## src/rtl/tennis_pkg.sv

```systemverilog
// tennis_pkg: shared state encoding and default divide constants for the ball speed logic
package tennis_pkg;
  typedef enum logic [1:0] {IDLE, RALLY, HOLDOFF} state_t;
  localparam int DFLT_DIV_W     = 28;
  localparam int DFLT_START_DIV = 2_500_000;
  localparam int DFLT_STEP_DIV  = 200_000;
  localparam int DFLT_MIN_DIV   = 500_000;
endpackage

```

## src/rtl/rise_detect.sv

```systemverilog
// rise_detect: registered rising-edge detector with synchronous reset
module rise_detect (
  input  logic clk_in,
  input  logic rst,
  input  logic d,
  output logic rise
);
  logic q;
  always_ff @(posedge clk_in) q <= rst ? 1'b0 : d;
  assign rise = d & ~q;
endmodule

```

## src/rtl/ball_speed_ctrl.sv

```systemverilog
// ball_speed_ctrl: shortens the clk_divider divide value per paddle hit, restores it on a point
module ball_speed_ctrl
  import tennis_pkg::*;
#(
  parameter int DIV_W          = DFLT_DIV_W,
  parameter int START_DIV      = DFLT_START_DIV,
  parameter int STEP_DIV       = DFLT_STEP_DIV,
  parameter int MIN_DIV        = DFLT_MIN_DIV,
  parameter int HOLDOFF_CYCLES = 1_000_000,
  parameter int CNT_W          = 8
) (
  input  logic             clk_in,
  input  logic             rst,
  input  logic             serve,
  input  logic             hit,
  input  logic             point_scored,
  output logic [DIV_W-1:0] divby,
  output logic             divby_changed,
  output logic [CNT_W-1:0] hit_count,
  output logic             at_max_speed
);
  localparam int TMR_W = HOLDOFF_CYCLES > 1 ? $clog2(HOLDOFF_CYCLES) : 1;
  localparam logic [TMR_W-1:0] TMR_LOAD = TMR_W'(HOLDOFF_CYCLES - 1);
  localparam logic [DIV_W-1:0] START_V = DIV_W'(START_DIV);
  localparam logic [DIV_W-1:0] MIN_V = DIV_W'(MIN_DIV);
  localparam logic [DIV_W:0] STEP_V = (DIV_W + 1)'(STEP_DIV);
  if (STEP_DIV <= 0 || MIN_DIV > START_DIV || longint'(START_DIV) >= (longint'(1) << DIV_W)
      || HOLDOFF_CYCLES < 1) begin : g_bad_params
    $error("ball_speed_ctrl: illegal parameter combination");
  end
  state_t state, state_n;
  logic [TMR_W-1:0] tmr, tmr_n;
  logic [DIV_W-1:0] div_n, lowered;
  logic [DIV_W:0] dif;
  logic [CNT_W-1:0] cnt_n;
  logic hit_rise, serve_rise;
  rise_detect u_hit (.clk_in(clk_in), .rst(rst), .d(hit), .rise(hit_rise));
  rise_detect u_serve (.clk_in(clk_in), .rst(rst), .d(serve), .rise(serve_rise));
  // one extra bit so a step larger than the remaining headroom shows up as a borrow
  assign dif = {1'b0, divby} - STEP_V;
  assign lowered = (dif[DIV_W] || dif < {1'b0, MIN_V}) ? MIN_V : dif[DIV_W-1:0];
  always_comb begin
    state_n = state;
    tmr_n = tmr;
    div_n = divby;
    cnt_n = hit_count;
    if (state == IDLE) begin
      state_n = serve_rise ? RALLY : IDLE;
    end else if (point_scored) begin
      state_n = IDLE;
      tmr_n = '0;
      div_n = START_V;
      cnt_n = '0;
    end else if (state == RALLY) begin
      if (hit_rise) begin
        state_n = HOLDOFF;
        tmr_n = TMR_LOAD;
        div_n = lowered;
        cnt_n = &hit_count ? hit_count : hit_count + 1'b1;
      end
    end else begin
      state_n = tmr == '0 ? RALLY : HOLDOFF;
      tmr_n = tmr == '0 ? tmr : tmr - 1'b1;
    end
  end
  always_ff @(posedge clk_in) begin
    if (rst) begin
      state <= IDLE;
      tmr <= '0;
      divby <= START_V;
      divby_changed <= 1'b0;
      hit_count <= '0;
      at_max_speed <= 1'b0;
    end else begin
      state <= state_n;
      tmr <= tmr_n;
      divby <= div_n;
      divby_changed <= div_n != divby;
      hit_count <= cnt_n;
      at_max_speed <= div_n == MIN_V;
    end
  end
endmodule

```

## config.mk

```make
export PLATFORM = sky130hd
export DESIGN_NAME = ball_speed_ctrl
export DESIGN_NICKNAME = d
export VERILOG_FILES = /design/src/rtl/tennis_pkg.sv /design/src/rtl/rise_detect.sv /design/src/rtl/ball_speed_ctrl.sv
export SDC_FILE = /design/constraint.sdc
export NUM_CORES = 1
export LEC_CHECK = 0
export CORE_MARGIN = 2
export CORE_UTILIZATION = 60
export DETAILED_ROUTE_END_ITERATION = 16
export PLACE_DENSITY = 0.92
export SLEW_MARGIN = 20
export SYNTH_ARGS = -nofsm -noshare
export SYNTH_HDL_FRONTEND = slang
export SYNTH_SLANG_ARGS = --single-unit
```

## constraint.sdc

```tcl
create_clock -name clk_in -period 10.14 [get_ports clk_in]
set_input_delay 2.028 -clock clk_in [delete_from_list [all_inputs] [get_ports clk_in]]
set_output_delay 2.028 -clock clk_in [all_outputs]
set_load 0.02 [all_outputs]
```

Word-level counts from Yosys, hierarchy flattened
Index checks and enable logic that the tools add are counted.
{"block": "classes", "reduce_logical": 8, "magnitude_cmp": 1, "eq_ne": 7, "mux": 19, "n_bitwise": 5, "n_addsub": 3}
{"op": "2-to-1 mux 28 bit", "n": 5}
{"op": "2-to-1 mux 20 bit", "n": 4}
{"op": "2-to-1 mux 8 bit", "n": 4}
{"op": "< comparator 29 x 19 -> 1 bit, second input constant", "n": 1}
{"op": "subtractor 28 x 18 -> 29 bit, second input constant", "n": 1}
{"op": "== test 28 x 19 -> 1 bit, second input constant", "n": 1}
{"op": "inequality test 28 bit", "n": 1}
{"op": "logical NOT 20 bit", "n": 1}
{"op": "subtractor 20 x 1 -> 20 bit, second input constant", "n": 1}
{"op": "2-to-1 mux 2 bit", "n": 5}
{"op": "adder 8 x 1 -> 8 bit, second input constant", "n": 1}
{"op": "AND reduction 8 bit", "n": 1}
{"op": "inequality test 3 bit, second input constant", "n": 2}
{"op": "inequality test 4 bit, second input constant", "n": 1}
{"op": "AND reduction 4 bit", "n": 1}
{"op": "nonzero test 2 bit", "n": 2}
{"op": "NOT 1 bit", "n": 3}
{"op": "AND reduction 3 bit", "n": 1}
{"op": "AND 1 bit", "n": 2}
{"op": "== test 2 x 1 -> 1 bit, second input constant", "n": 1}
{"op": "logical NOT 2 bit", "n": 1}
{"op": "inequality test 2 bit, second input constant", "n": 1}
{"op": "logical OR 1 bit", "n": 1}
{"op": "2-to-1 mux 1 bit", "n": 1}
{"block": "totals", "output_inout_bits": 38, "reg_bits": 62}

Longest topological paths before layout
Gate-level depths: netlist (run 1).
{"block": "logic_depth", "word_depth": 9, "depth_mapped": 14, "depth_no_buf": 11}

Hierarchy
Synthesis (run 1) repeated with hierarchy kept, for this count alone.
{"block": "hier_totals", "cells_unflattened": 518, "area_unflattened_um2": 3895.0}
{"mod": "ball_speed_ctrl", "area_each_um2": 3799.9, "n_inst": 1, "seq_area_each_um2": 1201.2, "cells_each": 512}
{"mod": "rise_detect", "area_each_um2": 47.5, "n_inst": 2, "seq_area_each_um2": 20.0, "cells_each": 3}

Worst setup path after synthesis (run 1)
No wires, ideal clock.
{"block": "synth_timing", "path_kind": "in2reg", "from": "input port hit", "to": "register divby_changed", "arrival_time_ps": 4111, "n_path_buf": 0, "required_ps": 10004, "setup_time_ps": 136, "setup_slack_ps": 5893, "cell_stages": 9, "cell_sequence": "nor4bb_1 > nand2_1 > a2111oi_0 > o2bb2ai_1 > nor4_1 > o2111ai_1 > a2111oi_0 > o311a_1 > a41oi_2"}
{"block": "synth_via", "elab_chain_len": 6}
{"element": "start: declaration", "line_no": "ball_speed_ctrl.sv:15", "rtl": "input logic hit,"}
{"element": "AND 1 bit", "line_no": "rise_detect.sv:10", "rtl": "assign rise = d & ~q;"}
{"element": "2-to-1 mux 28 bit", "line_no": "ball_speed_ctrl.sv:55", "rtl": "if (hit_rise) begin"}
{"element": "2-to-1 mux 28 bit", "line_no": "ball_speed_ctrl.sv:54", "rtl": "end else if (state == RALLY) begin"}
{"element": "2-to-1 mux 28 bit", "line_no": "ball_speed_ctrl.sv:49", "rtl": "end else if (point_scored) begin"}
{"element": "2-to-1 mux 28 bit", "line_no": "ball_speed_ctrl.sv:47", "rtl": "if (state == IDLE) begin"}
{"element": "inequality test 28 bit", "line_no": "ball_speed_ctrl.sv:78", "rtl": "divby_changed <= div_n != divby;"}
{"element": "end signal: assignment", "line_no": "ball_speed_ctrl.sv:78"}
{"element": "end: declaration", "line_no": "ball_speed_ctrl.sv:18", "rtl": "output logic divby_changed,"}
Every way passes these cells.
A chain may end at the register's enable or synchronous reset.

Final worst setup path (run 1)
Same ends and word-level chain as after synthesis.

==> impl_metrics.json, run 1 <==
{
  "status": "finished clean",
  "path_clk_slew_ns": 0.08,
  "min_to": "tmr[16]",
  "grt_overflow": 0,
  "dp_slack_ns": 4.36,
  "power.leakage_nw": 1.67,
  "hold_class": "reg -> reg",
  "dieArea_um2": 7610,
  "dp_hpwl_um": 9220,
  "cap_violations": 0,
  "cp-start-kind": "primary input",
  "antenna_left": 0,
  "cts_buffers": 9,
  "crit_type": "in -> reg",
  "cts.sinks": 62,
  "worstSkewPairLatency_ns": 0.35,
  "worstPathMaxFanout": 12,
  "ctsResizeCount": 0,
  "yosysWarnings": 0,
  "diodes": 0,
  "synth_cell_types": 82,
  "fin_nets": 588,
  "antenna_found_initial": 0,
  "hold_depth": 2,
  "synthFlopType": "dfxtp_1",
  "wl_um": 12800,
  "finClkSkew_ns": 0.0124,
  "area_delta_synth_final_pct": 13.7,
  "layout_common_cells": "dfxtp_1, nor2_1, nand2_1",
  "syn_area_um2": 4160,
  "worstMarginPinSlew_ns": 1.07,
  "ios": 43,
  "final_common_cell": "dfxtp_1",
  "wl_per_cell_um": 19.3,
  "drive_gt1_frac": 0.0701,
  "route.detailed.drc": 0,
  "grt_max_degree": 22,
  "synth.yosys.seq_area_share": 0.299,
  "reg2reg_slack_ns": 6.01,
  "clockBufferDepth": 2,
  "initial_core_util": 0.615,
  "synth_fp_nets": 567,
  "firstDrtPassIters": 5,
  "ctsHoldBuffers": 0,
  "rsz0062_at_grt": "false",
  "grt_pass1_wl_um": 20700,
  "grt_pass1_vias": 4153,
  "die_w_um": 87.2,
  "worst-r2r-cell-count": 12,
  "r2r_start": "divby[6]",
  "finalCritPeriodShare": 0.544,
  "timing.final.crit_period_ns": 5.51,
  "setup-tns-final_ns": 0,
  "worstPathArrival_ns": 5.70,
  "via_per_inst": 6.91,
  "cp.required_ns": 10.33,
  "drtIter0Drc": 664,
  "synth_cells": 559,
  "htreeDepth": 3,
  "cts_setup_buffers": 0,
  "setup-violations-final": 0,
  "synth_async_sr_flop_share": 0,
  "report.final.slew_viol_count": 0,
  "synth_edf_count": 0,
  "ir_drop_mv": 0.191,
  "timing.final.ws_setup_ns": 4.63,
  "fp.coreArea_um2": 6760,
  "gp_congestion": 0.994,
  "io_buffers": 42,
  "syn_avg_cell_area_um2": 7.44,
  "cts_tree": "built",
  "grt_usage": 0.345,
  "worstHoldStart": "tmr[16]",
  "p_per_area_nw_per_um2": 224,
  "max_freq_mhz": 181,
  "nFillCells": 567,
  "endpoint_kind": "flip-flop",
  "r2r-end": "divby_changed",
  "relSlewSlack": 0.280,
  "rows": 30,
  "dr_total_vias": 4597,
  "die_h_um": 87.2,
  "cts_root_buf": "clkbuf_8",
  "finalHoldViolCount": 0,
  "final_core_util": 0.699,
  "ys_ff_latch": 62
}
==> registers in the layout, indices dropped and copies added, names as in the netlist <==
name,flops
divby,28
tmr,20
hit_count,8
state,2
at_max_speed,1
divby_changed,1
u_hit.q,1
u_serve.q,1
==> Yosys cell counts, types with 6 or more instances <==
master / n / area share
nor2b_1: 7 / 0.011
buf_2: 10 / 0.012
o211ai_1: 8 / 0.014
a211oi_1: 6 / 0.011
nor2_1: 59 / 0.053
xnor2_1: 7 / 0.015
a21oi_1: 33 / 0.040
clkbuf_1: 18 / 0.016
xor2_1: 7 / 0.015
dfxtp_1: 62 / 0.30
and2_1: 10 / 0.015
nand2_1: 56 / 0.051
or3_1: 9 / 0.014
nand3_1: 20 / 0.024
o31ai_1: 6 / 0.011
nor3_1: 22 / 0.026
and3_1: 9 / 0.014
o22ai_1: 8 / 0.012
o21ai_0: 38 / 0.046
o21ai_1: 6 / 0.0072
inv_1: 23 / 0.021
nand2b_1: 8 / 0.012
a31oi_1: 10 / 0.015
nor4_1: 9 / 0.014
==> kinds of logic after synthesis <==
logic type	share of synthesized area
mux	0.00482
simple gates	0.310
compound gates	0.284
buf+inv	0.0644
fa+ha+maj	0.00903
xor+xnor	0.0295
flops	0.299
==> where the power goes <==
part           internal (W)  total [W]  switching (W)
clock network      0.000114   0.000220       0.000107
registers          0.000284   0.000336      0.0000528
logic              0.000186   0.000500       0.000315
==> worst max-delay path, cell delays in order <==
cell	delay (ns)
clkdlybuf4s50_1	0.51
nor4bb_2	0.94
nand2_1	0.49
a2111oi_0	0.51
o2bb2ai_1	0.13
nor4_1	0.18
o2111ai_1	0.13
a2111oi_0	0.42
o311a_1	0.26
a41oi_2	0.12
==> cell type report <==
type | instances | area (um^2) | area share
Sequential cell | 62 | 1240 | 0.263
Clock inverter | 7 | 72.6 | 0.0154
Multi-Input combinational cell | 438 | 2650 | 0.562
Tap cell | 80 | 100 | 0.0212
Inverter | 24 | 90.1 | 0.0191
Timing Repair Buffer | 45 | 443 | 0.0938
Clock buffer | 9 | 124 | 0.0262
==> metrics by stage <==
step / area, um^2 / hold WS (ns) / std cells / power, W
after global routing: 4720 / 0.493 / 665 / 0.00113
final: 4720 / 0.472 / 665 / 0.00106
after global placement: 4530 / 0.426 / 649 / 0.000805
after CTS: 4720 / 0.467 / 665 / 0.00104
after floorplan: 4160 / 0.416 / 559 / 0.000703
after detailed placement: 4530 / 0.455 / 649 / 0.000825
==> per-layer routing <==
| metal | routed length [um] | up-vias | GRT usage |
|---|---|---|---|
| li1 | - | 2111 | - |
| met1 | 5370 | 2136 | 0.479 |
| met2 | 5800 | 314 | 0.539 |
| met3 | 1360 | 36 | 0.0673 |
| met4 | 273 | 0 | 0.115 |
| met5 | 0 | - | 0 |
==> how the worst max path moves through the flow <==
stage               startpoint             to  slack [ns]  cells past startpoint
floorplan                  hit  divby_changed        5.89                      9
global placement           hit  divby_changed        4.43                     10
detailed placement         hit  divby_changed        4.36                     10
CTS                        hit  divby_changed        4.71                     10
global route               hit  divby_changed        4.29                     10
finish                     hit  divby_changed        4.63                     10
Note: power is estimated with default switching activity, not from simulation.
==> inputs of run 2 (changes only) <==
--- a/config.mk
+++ b/config.mk
@@ -6,9 +6,9 @@
 export NUM_CORES = 1
 export LEC_CHECK = 0
 export CORE_MARGIN = 2
-export CORE_UTILIZATION = 60
+export CORE_UTILIZATION = 58
 export DETAILED_ROUTE_END_ITERATION = 16
-export PLACE_DENSITY = 0.92
+export PLACE_DENSITY = 0.89
 export SLEW_MARGIN = 20
 export SYNTH_ARGS = -nofsm -noshare
 export SYNTH_HDL_FRONTEND = slang
==> constraint.sdc (replaced) <==
create_clock -name clk_in -period 5.5 [get_ports clk_in]
set_input_delay 1.1 -clock clk_in [delete_from_list [all_inputs] [get_ports clk_in]]
set_output_delay 1.1 -clock clk_in [all_outputs]
set_load 0.02 [all_outputs]
==> run 2 against run 1 <==
  * Sequential share of layout area shrank 0.11 points
  * Via count rose by 1.1%
  * Combinational power grew 85%
  * Clock power is 65% higher
  * Worst hold slack got worse by 0.028 ns
  * Setup slack got worse by 3.4 ns
  * First-iteration DRC count down 12%
  * Register-to-register slack worse by 4.8 ns
  * Global-route usage rose by 0.35 points
  * Critical path depth increased by 2
  * Sequential power is 85% higher
  * Critical path type is now reg -> reg
  * Largest cell class unchanged
==> impl_metrics.json, run 2 (synthesis results as in run 1) <==
{
  "status": "finished clean",
  "report.final.slew_viol_count": 0,
  "grt_use_met2": 0.518,
  "worst-r2r-cell-count": 12,
  "grt_pass1_wl_um": 21200,
  "fp.coreArea_um2": 6870,
  "min_to": "tmr[16]",
  "htreeDepth": 3,
  "dp_hpwl_um": 9530,
  "cp-start-kind": "flip-flop",
  "place_inst": 668,
  "timing.final.crit_period_ns": 4.27,
  "final_common_cell": "dfxtp_1",
  "power.internal_w": 0.00103,
  "area_delta_synth_final_pct": 14.1,
  "regMostFlops": "divby",
  "finalHoldViolCount": 0,
  "cap_violations": 0,
  "worstPathArrival_ns": 4.55,
  "finClkSkew_ns": 0.0134,
  "rsz0062_at_grt": "false",
  "power.leakage_nw": 1.68,
  "worstPathCellList": "inv_1 -> ha_1 -> nor2b_1 -> o211ai_2 -> a31o_2 -> a2111oi_0 -> o2111ai_1 -> buf_4 -> a21o_1 -> a22o_1 -> nor4_1 -> and4_1",
  "cts_setup_buffers": 0,
  "seq_power_share": 0.325,
  "worstHoldStart": "tmr[16]",
  "cts.sinks": 62,
  "grt_usage": 0.349,
  "r2r_start": "divby[6]",
  "finalCritPeriodShare": 0.776,
  "crit_slowest_cell": "dfxtp_1",
  "clockBufferDepth": 2,
  "antenna_found_initial": 1,
  "grt_overflow": 0,
  "cpPeakStageDelay_ns": 0.66,
  "initial_core_util": 0.605,
  "multiInputGateArea_um2": 2650,
  "grt_pass1_vias": 4169,
  "cts_root_buf": "clkbuf_8",
  "antenna_left": 0,
  "power_frac_clock": 0.190,
  "wl_um": 13300,
  "firstDrtPassIters": 6,
  "rows": 30,
  "register_area_um2": 1240,
  "crit_type": "reg -> reg",
  "worstSkewPairLatency_ns": 0.35,
  "use_met1": 0.489,
  "timing.final.ws_setup_ns": 1.23,
  "ctsResizeCount": 0,
  "drive_gt1_frac": 0.0748,
  "place_area_um2": 4570,
  "busiest_layer": "met2",
  "power.switching_w": 0.000880,
  "drtIter0Drc": 585,
  "hold_depth": 2,
  "wl_per_cell_um": 19.4,
  "gp_congestion": 1.00,
  "dr_total_vias": 4648,
  "setup-violations-final": 0,
  "via_per_inst": 6.79,
  "r2r-end": "at_max_speed",
  "ios": 43,
  "fin_nets": 591,
  "die_h_um": 88.7,
  "crit_buf_inv": 2,
  "cp.required_ns": 5.78,
  "finalInstanceArea_um2": 4740,
  "setup-tns-final_ns": 0,
  "endpoint_kind": "flip-flop",
  "relSlewSlack": 0.309,
  "use_met3": 0.0802,
  "p_per_area_nw_per_um2": 403,
  "path_clk_slew_ns": 0.07,
  "finalNonFillerCells": 685,
  "worstMarginPinSlew_ns": 1.03,
  "worstPathMaxFanout": 21,
  "sw_frac_of_total": 0.460,
  "hold_class": "reg -> reg",
  "cts_buffers": 9,
  "fin_total_pwr_w": 0.00191,
  "dp_slack_ns": 1.13,
  "grt_max_degree": 22,
  "io_buffers": 42,
  "die_w_um": 88.7,
  "dieArea_um2": 7860,
  "largest_reg_flops": 28,
  "max_freq_mhz": 234,
  "ctsHoldBuffers": 0,
  "pwr-share-comb": 0.485,
  "critical_path.top_delay_family": "compound AO/OA/AOI/OAI gates",
  "route.detailed.drc": 0,
  "ir_drop_mv": 0.402,
  "layout_common_cells": "dfxtp_1, nor2_1, nand2_1",
  "reg_top3": "divby x28, tmr x20, hit_count x8",
  "cts_tree": "built",
  "reg2reg_slack_ns": 1.23,
  "nFillCells": 593
}
[run 2: cell types whose count changed in the layout (fill, tap and decap cells not counted), sizes merged]
cell,before,now
diode,0,1
buf,3,6
bufinv,1,0
inv,24,25
[run 2: per-layer routing]
metal  part of all wire  vias to the layer above
met2               0.43                      336
li1                   -                     2124
met3               0.13                       58
met4              0.034                        0
met1               0.41                     2130
met5                  0                        -
[run 2: how the worst max path moves through the flow]
stage                     cells past startpoint          from  slack (ns)       endpoint
final                                        12      divby[6]        1.23   at_max_speed
after global routing                         12      divby[6]        1.04   at_max_speed
after CTS                                    12      divby[6]        1.37   at_max_speed
after detailed placement                     10  point_scored        1.13  divby_changed
after global placement                       10  point_scored        1.28  divby_changed
after floorplan                              13      divby[6]        2.05  divby_changed
[run 2: layout make-up]
type / instances / area share
Tap cell: 96 / 0.0253
Clock buffer: 9 / 0.0261
Clock inverter: 7 / 0.0100
Sequential cell: 62 / 0.262
Antenna cell: 1 / 0.000527
Multi-Input combinational cell: 438 / 0.559
Inverter: 24 / 0.0190
Timing Repair Buffer: 48 / 0.0981
[run 2: power groups by stage]
stage / Combinational, W / Clock (W) / Sequential, W
after floorplan: 0.000696 / 0 / 0.000601
after global placement: 0.000868 / 0 / 0.000618
after detailed placement: 0.000897 / 0 / 0.000624
after CTS: 0.000901 / 0.000364 / 0.000615
after global routing: 0.00102 / 0.000378 / 0.000630
final: 0.000927 / 0.000362 / 0.000622
[run 2: through the flow]
step                hold slack, ns   util
finish                       0.443  0.691
global placement             0.426  0.665
CTS                          0.446  0.690
floorplan                    0.416      -
global route                 0.479  0.690
detailed placement           0.436  0.665
[run 2: worst reg2reg max path, delay by kind of cell (launching register included)]
family | cells | cell delay [ns]
compound gates | 6 | 1.84
fa+ha+maj | 1 | 0.30
buf+inv | 2 | 0.38
flops | 1 | 0.66
simple gates | 3 | 1.04
